## config.mk

```make
export PLATFORM = sky130hd
export DESIGN_NAME = pipe_hazard_ctrl
export DESIGN_NICKNAME = d
export VERILOG_FILES = /design/src/rtl/pipe_hazard_ctrl.sv
export SDC_FILE = /design/constraint.sdc
export NUM_CORES = 1
export LEC_CHECK = 0
export BUFFER_PORTS_ARGS = -buffer_cell sky130_fd_sc_hd__buf_2
export CAP_MARGIN = 20
export CORE_ASPECT_RATIO = 1.1
export CORE_MARGIN = 5
export CORE_UTILIZATION = 57
export DETAILED_ROUTE_END_ITERATION = 8
export GPL_ROUTABILITY_DRIVEN = 0
export PLACE_DENSITY = 0.82
export SYNTH_ARGS = -nofsm -noshare
export SYNTH_HDL_FRONTEND = slang
export SYNTH_SLANG_ARGS = --single-unit
```

## constraint.sdc

```tcl
create_clock -name clk -period 2.94 [get_ports clk]
set_input_delay 0.588 -clock clk [delete_from_list [all_inputs] [get_ports clk]]
set_output_delay 0.588 -clock clk [all_outputs]
set_load 0.02 [all_outputs]
```

## src/rtl/pipe_hazard_ctrl.sv

```systemverilog
// Pipeline sequencing controller: load-use stall detection and CPU/DMA bus
// arbitration with pipeline drain and a grant watchdog.
module pipe_hazard_ctrl #(
    parameter int DRAIN_CYCLES = 3,
    parameter int MAX_GRANT    = 64,
    parameter int CNT_W        = 8
) (
    input  logic        clk,
    input  logic        rst_n,
    input  logic [4:0]  id_rs,
    input  logic [4:0]  id_rt,
    input  logic        id_uses_rt,
    input  logic [4:0]  ex_rd,
    input  logic        ex_mem_rd,
    input  logic        dma_req,
    output logic        pc_en,
    output logic        en_if_id,
    output logic        en_id_ex,
    output logic        bubble_id_ex,
    output logic        dma_grant,
    output logic        dma_timeout,
    output logic [15:0] stall_cnt
);

    typedef enum logic [2:0] {
        RUN,
        LU_STALL,
        DMA_DRAIN,
        DMA_GRANT,
        DMA_WAIT_LOW
    } state_t;

    state_t           state, state_nxt;
    logic [CNT_W-1:0] drain_cnt;
    logic [CNT_W-1:0] grant_cnt;
    logic             lu;
    logic             drain_last;
    logic             grant_last;

    function automatic logic [15:0] sat_inc16(input logic [15:0] v);
        return (v == 16'hFFFF) ? v : v + 16'd1;
    endfunction

    // Register 0 is hard-wired zero, so a load targeting it never hazards.
    assign lu = ex_mem_rd && (ex_rd != 5'd0) &&
                ((ex_rd == id_rs) || (id_uses_rt && (ex_rd == id_rt)));

    assign drain_last = (drain_cnt == CNT_W'(DRAIN_CYCLES - 1));
    assign grant_last = (grant_cnt == CNT_W'(MAX_GRANT - 1));

    always_comb begin
        state_nxt    = state;
        pc_en        = 1'b1;
        en_if_id     = 1'b1;
        en_id_ex     = 1'b1;
        bubble_id_ex = 1'b0;
        case (state)
            RUN: begin
                if (lu) begin
                    pc_en        = 1'b0;
                    en_if_id     = 1'b0;
                    bubble_id_ex = 1'b1;
                    state_nxt    = LU_STALL;
                end else if (dma_req) begin
                    state_nxt = DMA_DRAIN;
                end
            end
            LU_STALL: begin
                state_nxt = dma_req ? DMA_DRAIN : RUN;
            end
            DMA_DRAIN: begin
                pc_en        = 1'b0;
                en_if_id     = 1'b0;
                bubble_id_ex = 1'b1;
                if (!dma_req) begin
                    state_nxt = RUN;
                end else if (drain_last) begin
                    state_nxt = DMA_GRANT;
                end
            end
            DMA_GRANT: begin
                pc_en    = 1'b0;
                en_if_id = 1'b0;
                en_id_ex = 1'b0;
                if (!dma_req) begin
                    state_nxt = RUN;
                end else if (grant_last) begin
                    state_nxt = DMA_WAIT_LOW;
                end
            end
            DMA_WAIT_LOW: begin
                // Stall for load-use in place; the request must drop before re-arming.
                if (lu) begin
                    pc_en        = 1'b0;
                    en_if_id     = 1'b0;
                    bubble_id_ex = 1'b1;
                end
                if (!dma_req) begin
                    state_nxt = RUN;
                end
            end
            default: begin
                state_nxt = RUN;
            end
        endcase
        if (!rst_n) begin
            pc_en        = 1'b0;
            en_if_id     = 1'b0;
            en_id_ex     = 1'b0;
            bubble_id_ex = 1'b0;
        end
    end

    always_ff @(posedge clk or negedge rst_n) begin
        if (!rst_n) begin
            state       <= RUN;
            drain_cnt   <= '0;
            grant_cnt   <= '0;
            dma_grant   <= 1'b0;
            dma_timeout <= 1'b0;
            stall_cnt   <= '0;
        end else begin
            state       <= state_nxt;
            drain_cnt   <= (state == DMA_DRAIN) ? drain_cnt + CNT_W'(1) : '0;
            grant_cnt   <= (state == DMA_GRANT) ? grant_cnt + CNT_W'(1) : '0;
            dma_grant   <= (state_nxt == DMA_GRANT);
            dma_timeout <= (state == DMA_GRANT) && dma_req && grant_last;
            if (!pc_en) begin
                stall_cnt <= sat_inc16(stall_cnt);
            end
        end
    end

endmodule

```

==> impl_metrics.toml <==
[status]
status = "complete, no violations"

[global_route]
grt.overflow.total = 0
grt_pass1_wl_mm = 6.92
grtUsageTotal = 0.196
grt_start_max_net_pins = 25
antenna_found_initial = 0
first_global_vias = 1531

[floorplan]
die_h_um = 70.1
fp.dieW_um = 64.6
io_pins = 42
core_area_mm2 = 0.00310
start_util = 0.603
die-area_mm2 = 0.00453
rows = 21

[layout]
antenna_cells = 0
drive_gt1_frac = 0.246
area_growth_pct = 17.3
fin_util = 0.708
layout_commonest_cell = "buf_2"
fin_nets = 252
final_cell_mix = "41 x buf_2, 37 x dfrtp_1, 20 x nor2_1"

[routing]
wl_per_cell_um = 15.0
dr_total_vias = 1479
drc_errors = 0
wirelength_mm = 3.94
via_per_inst = 5.65
postRouteAntennaNets = 0
drt_iter0_drc = 87
drt-pass1-iter-count = 4

[critical_path]
worstSetupEndpointType = "output pin"
max_stage_delay_ps = 510
critPathSlowestCell = "or4_1"
critical_path_required_ps = 2350
cp_max_fo = 8
cpMostUsedCell = "buf_2"
r2r_cells = 6
start_kind = "primary input"
worstPathArrival_ps = 2000
cp_cell_sequence = "buf_2, or4_1, o211a_1, a21oi_4, buf_2"
crit_type = "in2out"

[timing]
finalCritPeriodShare = 0.880
rsz0062_at_grt = "false"
maxSlewViolCount = 0
relSlewSlack = 0.589
timing.setup.tns_ps = 0
finalCriticalPeriod_ps = 2590
tightest_slew_ps = 610
finClkSkew_ps = 15.6
hold_slack_ps = 75.7
hold_viol = 0
clock.fmax_ghz = 0.387
setup_violations = 0

[synth]
synth_top_family_by_area = "simple AND/OR/NAND/NOR gates"
ys_seq_elements = 37
synth.avg_cell_area_um2 = 10.4
synth_compound_area_frac = 0.0562
synth.net_count = 204
synth_adder_area_share = 0.0268
yosys_warnings = 0
synthCells = 180
synthSimpleGateAreaFrac = 0.238
muxShareOfSynthArea = 0.00803
synthesis.area_mm2 = 0.00187
synth-xor-area-share = 0.164
ys_types = 36
yosysSeqAreaShare = 0.495

[clock_tree]
h-tree-depth = 2
cts.sinks = 37
clock_latency_ps = 350
ctsHoldBuffers = 0
root_buffer = "clkbuf_4"
clock_path_buffers = 2
path_clk_slew_ps = 120
cts-resized-gates = 0
cts_buffers = 5
postCtsSetupBuffers = 0
cts_tree = "yes"

[placement]
hpwl_mm = 3.03
port_buffers = 41

[power_and_ir_drop]
power_frac_clock = 0.258
p_int_uw = 882
switching_share = 0.324
p_leak_uw = 0.00103
total_power_uw = 1300
ir_drop_mv = 0.448
power.density_mw_per_mm2 = 594
p_switching_uw = 422
power_frac_comb = 0.251
pwr-share-seq = 0.491

[hold_path]
hold_path.class = "in2async"

[flow_run]
cap_violations = 0
==> registers in the layout, summed over array words and instances, names as in the netlist <==
| signal | flops |
|---|---|
| grant_cnt | 8 |
| dma_timeout | 1 |
| drain_cnt | 8 |
| stall_cnt | 16 |
| dma_grant | 1 |
| state | 3 |
==> critical path, delay by kind of cell <==
kind                   cells  cell delay (ps)
buffers and inverters      2              350
AO/OA/AOI/OAI              2              550
AND/OR/NAND/NOR            1              510
==> power groups by stage <==
| stage | Sequential, uW | Combinational, uW | Clock, uW |
|---|---|---|---|
| 6_report | 641 | 327 | 336 |
| 3_5_place_dp | 650 | 328 | 0 |
| 3_3_place_gp | 644 | 319 | 0 |
| 2_1_floorplan | 707 | 149 | 0 |
| 5_1_grt | 653 | 357 | 367 |
| 4_1_cts | 640 | 332 | 342 |
==> through the flow <==
stage	cells	setup WS [ps]	area, um^2
after global routing	262	282	2190
after detailed placement	255	351	2120
after CTS	262	343	2190
after floorplan	180	505	1870
after global placement	255	362	2120
final	262	354	2190
==> final timing paths <==
check	start	to	slack, ps
setup / recovery	ex_rd[1]	pc_en	350
min in group clk	grant_cnt[0]$_DFF_PN0_	grant_cnt[0]$_DFF_PN0_	490
max in group asynchronous	rst_n	grant_cnt[5]$_DFF_PN0_	2300
hold reg to reg	grant_cnt[0]$_DFF_PN0_	grant_cnt[0]$_DFF_PN0_	490
setup reg to reg	stall_cnt[0]$_DFFE_PN0P_	stall_cnt[10]$_DFFE_PN0P_	910
hold / removal	rst_n	state[1]$_DFF_PN0_	80
==> metal layers <==
metal | vias to the layer above | track usage | part of all wire
li1 | 724 | - | -
met1 | 703 | 0.248 | 0.43
met2 | 46 | 0.315 | 0.49
met3 | 6 | 0.0657 | 0.064
met4 | 0 | 0.0634 | 0.014
met5 | - | 0 | 0
==> final cells by class <==
| type | count | area [um^2] |
|---|---|---|
| Multi-Input combinational cell | 138 | 922 |
| Fill cell | 243 | 906 |
| Clock buffer | 5 | 37.5 |
| Clock inverter | 2 | 35.0 |
| Tap cell | 34 | 42.5 |
| Timing Repair Buffer | 43 | 220 |
| Sequential cell | 37 | 926 |
| Inverter | 3 | 11.3 |
==> Yosys cell counts <==
library cell   n  area (um^2)
nor2_1        20         75.1
a21oi_1        1         5.00
o211a_1        1         10.0
clkbuf_1       1         3.75
nand2b_1       2         12.5
nand3_1       16         80.1
or2_1          1         6.26
or4_1          1         7.51
a32oi_1        1         8.76
and3_1         4         25.0
o221ai_1       1         8.76
a21oi_4        1         16.3
o32a_2         1         11.3
nand2_1       13         48.8
nor4b_1        3         26.3
inv_1          3         11.3
o21ai_0        2         10.0
nor4_1         5         31.3
nand4_1        4         25.0
xor2_1        17          149
nor3_1         3         15.0
and4b_1        1         10.0
o22ai_1        2         12.5
a21boi_0       2         15.0
dfrtp_1       37          926
o21bai_1       1         7.51
xnor2_1       18          158
nand2_4        1         11.3
mux2_4         1         15.0
or2_2          2         12.5
and2_1         2         12.5
or3_1          3         18.8
and4_1         1         8.76
buf_4          1         7.51
ha_1           4         50.1
nor2b_1        3         18.8
==> logic make-up after synthesis <==
family,Yosys count
xor+xnor,35
buf+inv,5
mux,1
fa+ha+maj,4
simple gates,85
flops,37
compound gates,13
Power figures use the tool's default switching activity.
